`src/rtl/sof_transmit_if.sv`:
```
// Send-packet engine bus between the SOF scheduler (master/requester) and the
// shared packet sender with its arbiter (slave).
interface sof_transmit_if;
   logic        sendPacketArbiterReq;
   logic        sendPacketArbiterGnt;
   logic        sendPacketRdy;
   logic        sendPacketWEn;
   logic [3:0]  sendPacketPID;
   logic [10:0] frameNum;

   modport master (
      output sendPacketArbiterReq, sendPacketWEn, sendPacketPID, frameNum,
      input  sendPacketArbiterGnt, sendPacketRdy
   );

   modport slave (
      input  sendPacketArbiterReq, sendPacketWEn, sendPacketPID, frameNum,
      output sendPacketArbiterGnt, sendPacketRdy
   );
endinterface

```
`src/rtl/sof_transmit.sv`:
```
// Start-of-frame scheduler: waits for the frame timer to expire, wins the packet
// sender, launches the SOF token with the frame number and drives the pre-SOF guard.
module sof_transmit #(
   parameter logic [15:0] SOF_TX_TIME = 16'd47999,
   parameter logic [15:0] GUARD_TIME  = 16'd600,
   parameter logic [3:0]  SOF_PID     = 4'h5
) (
   input  logic                  clk,
   input  logic                  rst,
   input  logic                  SOFEnable,
   input  logic [15:0]           SOFTimer,
   sof_transmit_if.master        pkt,
   output logic                  SOFTimerClr,
   output logic                  SOFSent,
   output logic                  SOFGuard
);

   localparam logic [15:0] GUARD_START = SOF_TX_TIME - GUARD_TIME;

   typedef enum logic [2:0] {
      IDLE,
      REQ,
      WAIT_RDY,
      WRITE,
      WAIT_BUSY,
      WAIT_DONE
   } state_t;

   state_t      r_state;
   logic        r_req;
   logic        r_wen;
   logic [3:0]  r_pid;
   logic [10:0] r_frame;
   logic        r_clr;
   logic        r_sent;
   logic        r_guard;

   always_ff @(posedge clk) begin
      if (rst) begin
         r_state <= IDLE;
         r_req   <= 1'b0;
         r_wen   <= 1'b0;
         r_pid   <= 4'h0;
         r_frame <= 11'd0;
         r_clr   <= 1'b0;
         r_sent  <= 1'b0;
         r_guard <= 1'b0;
      end else begin
         r_sent  <= 1'b0;
         // The timer still reads high in the Clr cycle; drop the guard right after it.
         r_guard <= SOFEnable && (SOFTimer >= GUARD_START) && !r_clr;
         case (r_state)
            IDLE: begin
               if (SOFEnable && (SOFTimer >= SOF_TX_TIME)) begin
                  r_req   <= 1'b1;
                  r_state <= REQ;
               end
            end
            REQ: begin
               if (!SOFEnable) begin
                  r_req   <= 1'b0;
                  r_state <= IDLE;
               end else if (pkt.sendPacketArbiterGnt) begin
                  r_state <= WAIT_RDY;
               end
            end
            WAIT_RDY: begin
               if (!SOFEnable) begin
                  r_req   <= 1'b0;
                  r_state <= IDLE;
               end else if (pkt.sendPacketRdy) begin
                  r_wen   <= 1'b1;
                  r_pid   <= SOF_PID;
                  r_clr   <= 1'b1;
                  r_state <= WRITE;
               end
            end
            WRITE: begin
               r_wen   <= 1'b0;
               r_clr   <= 1'b0;
               // A sender that drops Rdy immediately has already accepted the packet.
               r_state <= pkt.sendPacketRdy ? WAIT_BUSY : WAIT_DONE;
            end
            WAIT_BUSY: begin
               if (!pkt.sendPacketRdy) r_state <= WAIT_DONE;
            end
            WAIT_DONE: begin
               if (pkt.sendPacketRdy) begin
                  r_req   <= 1'b0;
                  r_sent  <= 1'b1;
                  r_frame <= r_frame + 11'd1;
                  r_state <= IDLE;
               end
            end
            default: r_state <= IDLE;
         endcase
      end
   end

   assign pkt.sendPacketArbiterReq = r_req;
   assign pkt.sendPacketWEn        = r_wen;
   assign pkt.sendPacketPID        = r_pid;
   assign pkt.frameNum             = r_frame;
   assign SOFTimerClr              = r_clr;
   assign SOFSent                  = r_sent;
   assign SOFGuard                 = r_guard;

endmodule
```
`src/flat_wrapper.sv`:
```
// flat-port wrapper written by rule: the top's interface ports become plain ports
module sof_transmit_flat 
#(
   parameter logic [15:0] SOF_TX_TIME = 16'd47999,
   parameter logic [15:0] GUARD_TIME  = 16'd600,
   parameter logic [3:0]  SOF_PID     = 4'h5
)
  (clk, rst, SOFEnable, SOFTimer, SOFTimerClr, SOFSent, SOFGuard, pkt_sendPacketArbiterReq, pkt_sendPacketWEn, pkt_sendPacketPID, pkt_frameNum, pkt_sendPacketArbiterGnt, pkt_sendPacketRdy);
  sof_transmit_if pkt_i ();
  input  logic clk;
  input  logic rst;
  input  logic SOFEnable;
  input  logic [15:0] SOFTimer;
  output logic SOFTimerClr;
  output logic SOFSent;
  output logic SOFGuard;
  output wire logic [$bits(pkt_i.sendPacketArbiterReq)-1:0] pkt_sendPacketArbiterReq;
  output wire logic [$bits(pkt_i.sendPacketWEn)-1:0] pkt_sendPacketWEn;
  output wire logic [$bits(pkt_i.sendPacketPID)-1:0] pkt_sendPacketPID;
  output wire logic [$bits(pkt_i.frameNum)-1:0] pkt_frameNum;
  input wire logic [$bits(pkt_i.sendPacketArbiterGnt)-1:0] pkt_sendPacketArbiterGnt;
  input wire logic [$bits(pkt_i.sendPacketRdy)-1:0] pkt_sendPacketRdy;
  assign pkt_sendPacketArbiterReq = pkt_i.sendPacketArbiterReq;
  assign pkt_sendPacketWEn = pkt_i.sendPacketWEn;
  assign pkt_sendPacketPID = pkt_i.sendPacketPID;
  assign pkt_frameNum = pkt_i.frameNum;
  assign pkt_i.sendPacketArbiterGnt = pkt_sendPacketArbiterGnt;
  assign pkt_i.sendPacketRdy = pkt_sendPacketRdy;
  sof_transmit #(.SOF_TX_TIME(SOF_TX_TIME), .GUARD_TIME(GUARD_TIME), .SOF_PID(SOF_PID)) u_core (.clk(clk), .rst(rst), .SOFEnable(SOFEnable), .SOFTimer(SOFTimer), .pkt(pkt_i), .SOFTimerClr(SOFTimerClr), .SOFSent(SOFSent), .SOFGuard(SOFGuard));
endmodule
```
`config.mk`:
```
export PLATFORM = sky130hd
export DESIGN_NAME = sof_transmit_flat
export DESIGN_NICKNAME = d
export VERILOG_FILES = /design/src/rtl/sof_transmit_if.sv /design/src/rtl/sof_transmit.sv /design/src/flat_wrapper.sv
export SDC_FILE = /design/constraint.sdc
export NUM_CORES = 1
export LEC_CHECK = 0
export BUFFER_PORTS_ARGS = -buffer_cell sky130_fd_sc_hd__buf_2
export CORE_MARGIN = 2
export CORE_UTILIZATION = 45
export CTS_CLUSTER_SIZE = 10
export DETAILED_ROUTE_END_ITERATION = 10
export PLACE_DENSITY = 0.75
export SLEW_MARGIN = 20
export SYNTH_ARGS = -nofsm -noshare
export SYNTH_HDL_FRONTEND = slang
export SYNTH_SLANG_ARGS = --single-unit
```
`constraint.sdc`:
```
create_clock -name clk -period 2 [get_ports clk]
set_input_delay 0.1 -clock clk [delete_from_list [all_inputs] [get_ports clk]]
set_output_delay 0.1 -clock clk [all_outputs]
set_load 0.02 [all_outputs]
```
# --- Yosys cells after proc, flatten, opt, wreduce, memory -nomap -nowiden ---
# Cells that the tools add are included.
word_totals:
  output_inout_bits: 20
  ff_bits: 19
op_classes:
  muxes: 17
  bitwise_logic: 1
  n_eq_ne: 13
  n_lt_le_gt_ge: 2
  reduce_logical: 14
  add_sub_neg: 1
op_table:
  columns: ["cell", "count"]
  rows:
  - [">= comparator 16 bit (second input constant)", 2]
  - ["2-to-1 mux 3 bit", 7]
  - ["case mux 3 bit (6 select lines)", 1]
  - ["adder 11 x 1 -> 11 bit (second input constant)", 1]
  - ["inequality test 2 bit (second input constant)", 5]
  - ["2-to-1 mux 1 bit", 7]
  - ["== test 3 x 2 -> 1 bit (second input constant)", 2]
  - ["== test 3 bit (second input constant)", 2]
  - ["inequality test 3 bit (second input constant)", 2]
  - ["AND reduction 3 bit", 2]
  - ["AND reduction 5 bit", 1]
  - ["AND reduction 4 bit", 1]
  - ["OR reduction 2 bit", 2]
  - ["== test 3 x 1 -> 1 bit (second input constant)", 1]
  - ["logical AND 1 bit", 3]
  - ["logical NOT 3 bit", 1]
  - ["case mux 1 bit (3 select lines)", 1]
  - ["nonzero test 3 bit", 1]
  - ["inequality test 2 x 1 -> 1 bit (second input constant)", 1]
  - ["case mux 1 bit (2 select lines)", 1]
  - ["AND reduction 2 bit", 1]
  - ["nonzero test 2 bit", 1]
  - ["logical NOT 1 bit", 1]
  - ["NOT 1 bit", 1]

# --- Depth between registers and ports, before layout ---
logic_depth:
  ltp_word: 4
  depth_mapped: 6
  depth_no_buf: 4

# --- Worst setup path before layout ---
# OpenSTA, ideal clock, no wires.
synth_timing:
  path_type: "reg2reg"
  startpoint: "register u_core.r_frame[2], in the netlist u_core.pkt.frameNum[2]"
  endpoint: "register u_core.r_frame[9], in the netlist u_core.pkt.frameNum[9]"
  t_required_ps: 1930
  path_stages_with_launch: 5
  period_less_slack_ps: 1559
  slack_ps: 441
  setup_time_ps: 70
  path_buffers: 0
  t_arrival_ps: 1489
  cell_sequence: "dfxtp_1 nand3_1 or2_4 or4_1 a21oi_1"
synth_between:
  elab_chain_cells: 1
synth_rtl:
  columns: ["item", "line", "text"]
  rows:
  - ["from (decl)", "sof_transmit.sv:33", "logic [10:0] r_frame;"]
  - ["from (signal assigned)", "sof_transmit.sv:91", "r_frame <= r_frame + 11'd1;"]
  - ["adder 11 x 1 -> 11 bit", "sof_transmit.sv:91", null]
# Every way passes these cells.
# A chain may end at the register's enable or synchronous reset.

# --- Worst setup path in the final report ---
layout_timing:
  startpoint: "register u_core.r_state[0]"
  endpoint: "register u_core.r_frame[9], in the netlist u_core.pkt.frameNum[9]"
layout_between:
  elab_chain_cells: 2
layout_rtl:
  columns: ["item", "line", "text"]
  rows:
  - ["from (decl)", "sof_transmit.sv:29", "state_t r_state;"]
  - ["from (signal assigned)", "sof_transmit.sv:82", "r_state <= pkt.sendPacketRdy ? WAIT_BUSY : WAIT_DONE;"]
  - ["== test 3 bit", "sof_transmit.sv:52", "case (r_state)"]
  - ["AND reduction 2 bit (no source line)", null, null]
# Every way passes these cells.

==> results.json <==
{
  "cp_num_buf_inv": 0,
  "clock_sinks": 19,
  "overflow": 0,
  "arrival_ns": 2.01,
  "areaGrowthSynthToFinish_pct": 19.9,
  "synth-seq-cells": 19,
  "worst_hold_path.endpoint": "u_core.SOFGuard",
  "cp-start-kind": "flip-flop",
  "outcome": "complete, no violations",
  "clock_path_buffers": 2,
  "postCtsSetupRepairBufs": 0,
  "fin_worst_skew_ns": 0.00269,
  "gp_congestion": 0.793,
  "async_flop_share": 0,
  "fmax_ghz": 0.565,
  "clkTransAtPathRegs_ns": 0.11,
  "via_count": 1008,
  "max_stage_delay_ns": 0.63,
  "synth_top_flop_cell": "dfxtp_1",
  "h-tree-depth": 1,
  "rrSetupSlack_ns": 0.23,
  "hold_slack_ns": 0.0775,
  "start_util": 0.467,
  "critPathRequiredTime_ns": 2.24,
  "dr.pass1.iters": 5,
  "netlist_instances": 125,
  "yosysWarningCount": 0,
  "p_leak_nw": 0.570,
  "cts-root-buf": "clkbuf_4",
  "final.setup.tns_ns": 0,
  "portBuffers": 38,
  "diodes": 0,
  "grt_usage": 0.183,
  "avgSynthCellArea_sq_um": 8.11,
  "synthesis.area_sq_mm": 0.00101,
  "critPathCaptureType": "flip-flop",
  "die_w_um": 51.5,
  "finalCritPeriodShare": 0.886,
  "path_delay_family": "simple AND/OR/NAND/NOR gates",
  "core_area_sq_mm": 0.00217,
  "clk_latency_ns": 0.30,
  "cp_max_fo": 12,
  "grt_pass1_wl_um": 3750,
  "hold_viol": 0,
  "synth_top_area_share": 0.375,
  "ctsResizeCount": 0,
  "ys_seq_area_frac": 0.375,
  "dieArea_sq_mm": 0.00265,
  "rsz0062_at_grt": "no",
  "synth_edf_count": 0,
  "cts_hold_buf": 0,
  "synth_top_area_cell": "dfxtp_1",
  "synth_cell_types": 38,
  "p_total_w": 0.000650,
  "drive_gt1_frac": 0.297,
  "detailed_place_hpwl_um": 1710,
  "min_path_type": "in2reg",
  "die_height_um": 51.5,
  "fin_area_sq_mm": 0.00121,
  "r2r_start": "u_core.r_state[0]",
  "cp_slowest_cell": "dfxtp_1",
  "r2r_end": "u_core.pkt.frameNum[9]",
  "grt_max_degree": 19,
  "vdd_drop_max_uv": 535,
  "numCtsBuffers": 3,
  "max-cap-violations": 0,
  "setup_viol": 0,
  "path_class": "reg2reg",
  "antenna_found_initial": 0,
  "row_count": 17,
  "drtIter0Drc": 8,
  "finalWirelength_um": 2230,
  "crit_chain": "nand4b_4, or2_4, or4_1, a21oi_1",
  "cts_tree": "built",
  "postPlaceCellArea_sq_mm": 0.00119,
  "io_pins": 41,
  "grt_pass1_vias": 947,
  "avgRoutedWirePerCell_um": 12.0,
  "synth_area_leaders": "dfxtp_1, nor2_1, a21oi_1",
  "hold_depth": 3,
  "antenna_left": 0,
  "fin_crit_ns": 1.77,
  "vias_per_cell": 5.42,
  "nets": 181,
  "drc": 0,
  "ff2ff_path_depth": 4,
  "cellPowerDensity_mw_per_mm2": 535,
  "path_depth": 4,
  "worstHoldStart": "SOFTimer[8]",
  "slew_viol_final": 0
}
metal layers:
metal  GRT usage  share of wire  vias to the layer above
met5           0              0                        -
met4      0.0263         0.0058                        0
met3      0.0556          0.048                        2
met2       0.361           0.52                       22
met1       0.190           0.43                      472
li1            -              -                      512
power by group:
group          leakage, nW  total [W]  internal (W)  switching, W
sequential           0.153   0.000388      0.000382    0.00000639
combinational        0.399  0.0000665     0.0000296     0.0000368
clock               0.0177   0.000196     0.0000745      0.000121
sequential cells by signal (all words and copies together), names as in the netlist:
signal / cells
u_core.pkt.sendPacketArbiterReq: 1
u_core.SOFSent: 1
u_core.pkt.sendPacketPID: 1
u_core.pkt.sendPacketWEn: 1
u_core.SOFGuard: 1
u_core.pkt.frameNum: 11
u_core.r_state: 3
kinds of logic after synthesis:
logic type                 share of synthesized area
other                                        0.00370
adders and majority gates                     0.0123
xor gates and xnor gates                      0.0691
DFF                                            0.375
buffers and inverters                         0.0765
and+or+nand+nor                                0.311
AOI/OAI and AO/OA                              0.152
worst min-delay path: stages:
cell	delay [ns]
buf_2	0.10
o31ai_1	0.06
a221oi_1	0.07
synthesized netlist by cell type (all sizes together), types with 2 or more instances:
master	number
clkbuf	3
or2	2
xor2	4
and3	2
nand4	3
nor2	15
nand2	7
buf	7
o31ai	3
nor3	8
or4	3
a21oi	9
nand4b	2
o21ai	4
dfxtp	19
nand3	7
nand2b	2
xnor2	4
inv	6
cell type report:
class	count	area (sq um)
fillers	234	955
multi-input cells	91	559
flip-flops and latches	19	380
repair buffers	38	190
well taps	28	35.0
clock buffers	3	22.5
inverters	6	22.5
clock inverters	1	5.00
through the flow:
step / instances / setup slack, ns / utilization
global placement: 182 / 0.324 / 0.547
detailed placement: 182 / 0.276 / 0.547
finish: 186 / 0.229 / 0.560
CTS: 186 / 0.227 / 0.560
floorplan: 126 / 0.441 / -
global route: 186 / 0.151 / 0.560
worst max path at each step:
stage / from / end / slack, ns
floorplan: u_core.pkt.frameNum[2] / u_core.pkt.frameNum[9] / 0.44
global placement: u_core.r_state[0] / u_core.pkt.frameNum[9] / 0.32
detailed placement: u_core.r_state[0] / u_core.pkt.frameNum[9] / 0.28
CTS: u_core.r_state[0] / u_core.pkt.frameNum[9] / 0.23
global route: u_core.r_state[0] / u_core.pkt.frameNum[9] / 0.15
finish: u_core.r_state[0] / u_core.pkt.frameNum[9] / 0.23
cell usage in the layout (no fill, tap or decap), drive strengths merged, types with 2 or more instances in the layout:
cell,netlist,final
buf,7,38
dfxtp,19,19
nor2,15,15
a21oi,9,9
nor3,8,8
nand3,7,7
nand2,7,7
inv,6,6
o21ai,4,4
xnor2,4,4
xor2,4,4
o31ai,3,3
or4,3,3
nand4,3,3
clkbuf,3,3
and3,2,2
nand2b,2,2
conb,1,2
nand4b,2,2
or2,2,2
Power figures use the tool's default switching activity.
